===== src/rtl/cpu4_core.sv =====
// cpu4_core: 4-bit accumulator CPU (PC, A, B, carry, registered output port).
// One instruction executes per enabled clock; the instruction word comes
// combinationally from an external ROM addressed by the PC.
// Optional feature macro: CPU4_HALT_EN (opcode 1111 halts the core until reset).
module cpu4_core #(
    parameter logic [3:0] RESET_PC  = 4'h0,
    parameter logic [3:0] OUT_RESET = 4'h0
) (
    input  logic       clk,
    input  logic       rst,
    input  logic       en,
    output logic [3:0] rom_addr,
    input  logic [3:0] rom_opcode,
    input  logic [3:0] rom_imdata,
    input  logic [3:0] in_port,
    output logic [3:0] out_port,
    output logic       out_valid,
    output logic       carry,
    output logic       halted
);

    typedef enum logic [3:0] {
        OP_ADD_A = 4'h0,
        OP_ADD_B = 4'h1,
        OP_MOV_A = 4'h2,
        OP_MOV_B = 4'h3,
        OP_MOV_AB = 4'h4,
        OP_MOV_BA = 4'h5,
        OP_IN_A  = 4'h6,
        OP_IN_B  = 4'h7,
        OP_OUT_A = 4'h8,
        OP_OUT_B = 4'h9,
        OP_OUT_I = 4'hA,
        OP_JMP   = 4'hC,
        OP_JNC   = 4'hD,
        OP_HALT  = 4'hF
    } op_e;

    typedef enum logic {
        ST_RUN,
        ST_HALT
    } state_e;

    logic [3:0] pc_q, pc_d;
    logic [3:0] a_q, a_d;
    logic [3:0] b_q, b_d;
    logic       carry_q, carry_d;
    logic [3:0] out_q, out_d;
    logic       valid_q, valid_d;
    state_e     state_q, state_d;
    op_e        op;

    assign op        = op_e'(rom_opcode);
    assign rom_addr  = pc_q;
    assign out_port  = out_q;
    assign out_valid = valid_q;
    assign carry     = carry_q;

`ifdef CPU4_HALT_EN
    assign halted = (state_q == ST_HALT);
`else
    assign halted = 1'b0;
`endif

    // Decode and execute the current instruction into next-state values.
    always_comb begin
        pc_d    = pc_q;
        a_d     = a_q;
        b_d     = b_q;
        carry_d = carry_q;
        out_d   = out_q;
        valid_d = 1'b0;
        state_d = state_q;
        if (en && (state_q == ST_RUN)) begin
            pc_d    = pc_q + 4'd1;
            carry_d = 1'b0;
            case (op)
                OP_ADD_A:  {carry_d, a_d} = {1'b0, a_q} + {1'b0, rom_imdata};
                OP_ADD_B:  {carry_d, b_d} = {1'b0, b_q} + {1'b0, rom_imdata};
                OP_MOV_A:  a_d = rom_imdata;
                OP_MOV_B:  b_d = rom_imdata;
                OP_MOV_AB: a_d = b_q;
                OP_MOV_BA: b_d = a_q;
                OP_IN_A:   a_d = in_port;
                OP_IN_B:   b_d = in_port;
                OP_OUT_A: begin
                    out_d   = a_q;
                    valid_d = 1'b1;
                end
                OP_OUT_B: begin
                    out_d   = b_q;
                    valid_d = 1'b1;
                end
                OP_OUT_I: begin
                    out_d   = rom_imdata;
                    valid_d = 1'b1;
                end
                OP_JMP:    pc_d = rom_imdata;
                // JNC looks at the carry held before this instruction.
                OP_JNC: begin
                    if (!carry_q) pc_d = rom_imdata;
                end
`ifdef CPU4_HALT_EN
                OP_HALT: begin
                    pc_d    = pc_q;
                    carry_d = carry_q;
                    state_d = ST_HALT;
                end
`endif
                default: ;
            endcase
        end
    end

    // Architectural state registers; reset discards the instruction in flight.
    always_ff @(posedge clk) begin
        if (rst) begin
            pc_q    <= RESET_PC;
            a_q     <= '0;
            b_q     <= '0;
            carry_q <= 1'b0;
            out_q   <= OUT_RESET;
            valid_q <= 1'b0;
            state_q <= ST_RUN;
        end else begin
            pc_q    <= pc_d;
            a_q     <= a_d;
            b_q     <= b_d;
            carry_q <= carry_d;
            out_q   <= out_d;
            valid_q <= valid_d;
            state_q <= state_d;
        end
    end

endmodule


===== config.mk =====
export PLATFORM = sky130hd
export DESIGN_NAME = cpu4_core
export DESIGN_NICKNAME = d
export VERILOG_FILES = /design/src/rtl/cpu4_core.sv
export SDC_FILE = /design/constraint.sdc
export NUM_CORES = 1
export LEC_CHECK = 0
export BUFFER_PORTS_ARGS = -buffer_cell sky130_fd_sc_hd__buf_2
export CAP_MARGIN = 30
export CELL_PAD_IN_SITES_DETAIL_PLACEMENT = 1
export CELL_PAD_IN_SITES_GLOBAL_PLACEMENT = 1
export CORE_ASPECT_RATIO = 0.5
export CORE_MARGIN = 2
export CORE_UTILIZATION = 37
export CTS_CLUSTER_SIZE = 14
export DETAILED_ROUTE_END_ITERATION = 8
export HOLD_SLACK_MARGIN = 0.06
export PLACE_DENSITY_LB_ADDON = 0.12
export SKIP_LAST_GASP = 1
export SYNTH_ARGS = -nofsm -noshare
export SYNTH_HDL_FRONTEND = slang
export SYNTH_SLANG_ARGS = --single-unit
export TNS_END_PERCENT = 10

===== constraint.sdc =====
create_clock -name clk -period 1.7 [get_ports clk]
set_clock_uncertainty 0.05 [all_clocks]
set_input_delay 0.255 -clock clk [delete_from_list [all_inputs] [get_ports clk]]
set_output_delay 0.255 -clock clk [all_outputs]
set_load 0.01 [all_outputs]

==> impl_results.md <==
- Status: complete, no violations
- CP arrival: between 1500 and 2000 ps
- Placed insts: 250
- Final wirelength: approximately 4.6 mm
- Post-DR vias/cell: ~5.6
- Vias in the first global route: 1340
- Htree depth: 1
- Clock transition at path regs: ~80 ps
- Fin crit share: between 90% and 100%
- Final Hold Viols: 0
- Syn avg cell area: 8.40 sq um
- Logic pwr share: between 20% and 30%
- DR vias: around 1.4k
- Core area: roughly 3500 sq um
- RSZ-0062 raised after global routing: yes
- Initial antenna violation count: 0
- CP peak stage delay: roughly 360 ps
- DR DRC count: 0
- Critical Path End Type: flop
- Non-filler cells, final: approximately 250
- Mapped Area: 1420 sq um
- Area grow syn2layout: 21.9%
- Die area: between 4000 and 5000 sq um
- Synth Flop Type: dfxtp_1
- Antenna cells: 0
- GP Congestion: roughly 0.9
- Psw: 0.000363 W
- Routed wire length per instance: between 15 and 20 um
- Final Setup Violations: 0
- Internal: just under 0.0008 W
- GRT Resource Usage Total: between 20% and 30%
- Root Driver: clkbuf_8
- Crit path required time: between 1500 and 2000 ps
- Fill cells: around 440
- Most frequent cells after synthesis: 18 x dfxtp_1, 15 x nor2_1, 14 x a21oi_1, 10 x nand2_1, 9 x ha_1
- Startpoint types: flop
- Clk_lat worst skew: between 200 and 300 ps
- CTS tree: done
- Synth top area share: ~25%
- Die Width: ~92 um
- Count of buffers from port buffering: 24
- Ports: 26
- Crit Path Max Fanout: 2
- FFs w/ async S/R, synth: 0%
- Layout net count: 230
- Seq/Total Area, Yosys: 25.4%
- Maximum vdd drop: ~0.26 mV
- Post-Synthesis Cells: around 170
- Count leader, synth: dfxtp_1
- Leakage: 0.770 nW
- Cts bufs inserted: 3
- Layout cells sized above 1: between 30 and 40%
- Final worst slack: around 0.026 ps
- CP Class: reg -> reg
- Synthesized flop and latch total: 18
- Top area cells in the synthesized netlist: dfxtp_1 25%, ha_1 7.9%, a21oi_1 4.9%
- Die H: between 40 and 50 um
- Slew Viols, Final: 0
- Yosys top cell by area: dfxtp_1
- Total design power: ~0.0011 W
- Post-route ant nets: 0
- Sw frac: about a third
- Clock Path Buffers: 2
- Syn Nets: between 150 and 200
- Clock power share: 33.4%
- Largest net degree at the start of global routing: 17
- Power per cell area: 660 nW/um^2
- Max Cap Viol: 0
- Yosys warning total: 0
- Dpl ws: -184 ps
- Worst-path cell chain: ha_4 > inv_1 > fa_2 > xor2_1 > a2111oi_2 > o21ai_1 > a21oi_1
- Sequential power share: 40.2%
- Initial DRC count: slightly above 60
- Core Util, Final: about half
- Row cnt: 15
- Post-CTS setup buffers: 0
- Critical path's slowest cell: dfxtp_2
- Post-synth EDFFs: 0
- Synth cell types: 51
- HP Class: in -> reg
- Post-DP HPWL: ~3.6 mm
- First-pass GRT wire length: 7.12 mm
- Clock sink total: 18
- Initial Util: between 40% and 50%
- TritonRoute pass-1 iters: 4
- Global route overflow: 0
- Highest clock rate: about 600 MHz
- Crit path time final: roughly 1700 ps
-- metrics by stage --
stage	instance area [sq um]	hold slack (ps)	TNS (ps)
floorplan	1430	375	0
global placement	1660	420	-243
detailed placement	1660	431	-383
CTS	1730	288	-9.46
global route	1730	313	-137
finish	1730	297	0
-- final timing paths --
path	depth (start not counted)	startpoint	endpoint	slack [ps]
setup reg to reg	7	a_q[0]$_SDFFE_PP0P_	a_q[2]$_SDFFE_PP0P_	0.03
setup / recovery	7	a_q[0]$_SDFFE_PP0P_	a_q[2]$_SDFFE_PP0P_	0.03
hold / removal	2	en	rom_addr[1]$_SDFFE_PP0P_	300
hold reg to reg	2	out_port[1]$_SDFFE_PP0P_	out_port[1]$_SDFFE_PP0P_	440
-- registers in the layout, summed over array words and instances (netlist names) --
signal and flops:
carry 1, out_port 4, rom_addr 4, b_q 4
a_q 4, out_valid 1
-- metal layers --
layer | vias up | global-route usage, % | share of wire [%]
met5 | - | 0 | 0
met4 | 0 | 6.06 | 0.81
met3 | 5 | 4.41 | 4.2
met2 | 27 | 36.6 | 43
met1 | 702 | 31.2 | 52
li1 | 689 | - | -
-- cells in the final DEF (no fill, tap or decap), types with 7 or more instances in the layout --
cell and n:
inv_1 8, buf_4 16, a21oi_1 13, buf_2 24
nand2_1 10, mux2i_1 7, dfxtp_1 17, ha_1 8
nor2_1 15
-- worst max-delay path: cells and delay by family (launching register included) --
| family | cells | cell delay, ps |
|---|---|---|
| fa+ha+maj | 2 | 480 |
| compound gates | 3 | 530 |
| buf+inv | 1 | 50 |
| xor+xnor | 1 | 170 |
| flops | 1 | 360 |
-- power groups by stage --
stage	logic, W	registers [W]	clock network, W
global route	0.000327	0.000463	0.000407
global placement	0.000285	0.000468	0
floorplan	0.000180	0.000473	0
detailed placement	0.000291	0.000469	0
finish	0.000301	0.000460	0.000382
CTS	0.000298	0.000460	0.000390
-- cell families after synthesis --
| family | count (synthesis) | share of synthesized area [%] |
|---|---|---|
| simple gates | 58 | 22.5 |
| compound gates | 50 | 25.3 |
| buf+inv | 19 | 7.41 |
| flops | 18 | 25.4 |
| fa+ha+maj | 11 | 10.8 |
| mux | 9 | 6.53 |
| xor+xnor | 3 | 1.85 |
| other cells | 1 | 0.264 |
-- repair_timing --
| action | in CTS | in global routing |
|---|---|---|
| gates resized for setup | 3 | 0 |
| hold buffers | 0 | 0 |
| endpoints found under the hold margin | 0 | 0 |
| pin swaps | 2 | 0 |
| endpoints found under the setup margin | 2 | 2 |
-- final cells by class --
type	instances	area, sq um	share of cell area, %
Timing Repair Buffer	40	240	13.9
Inverter	9	33.8	1.95
Tap cell	51	63.8	3.69
Clock buffer	4	55.1	3.18
Multi-Input combinational cell	132	975	56.4
Sequential cell	18	362	20.9
No activity file was read; power rests on OpenSTA's default activity.
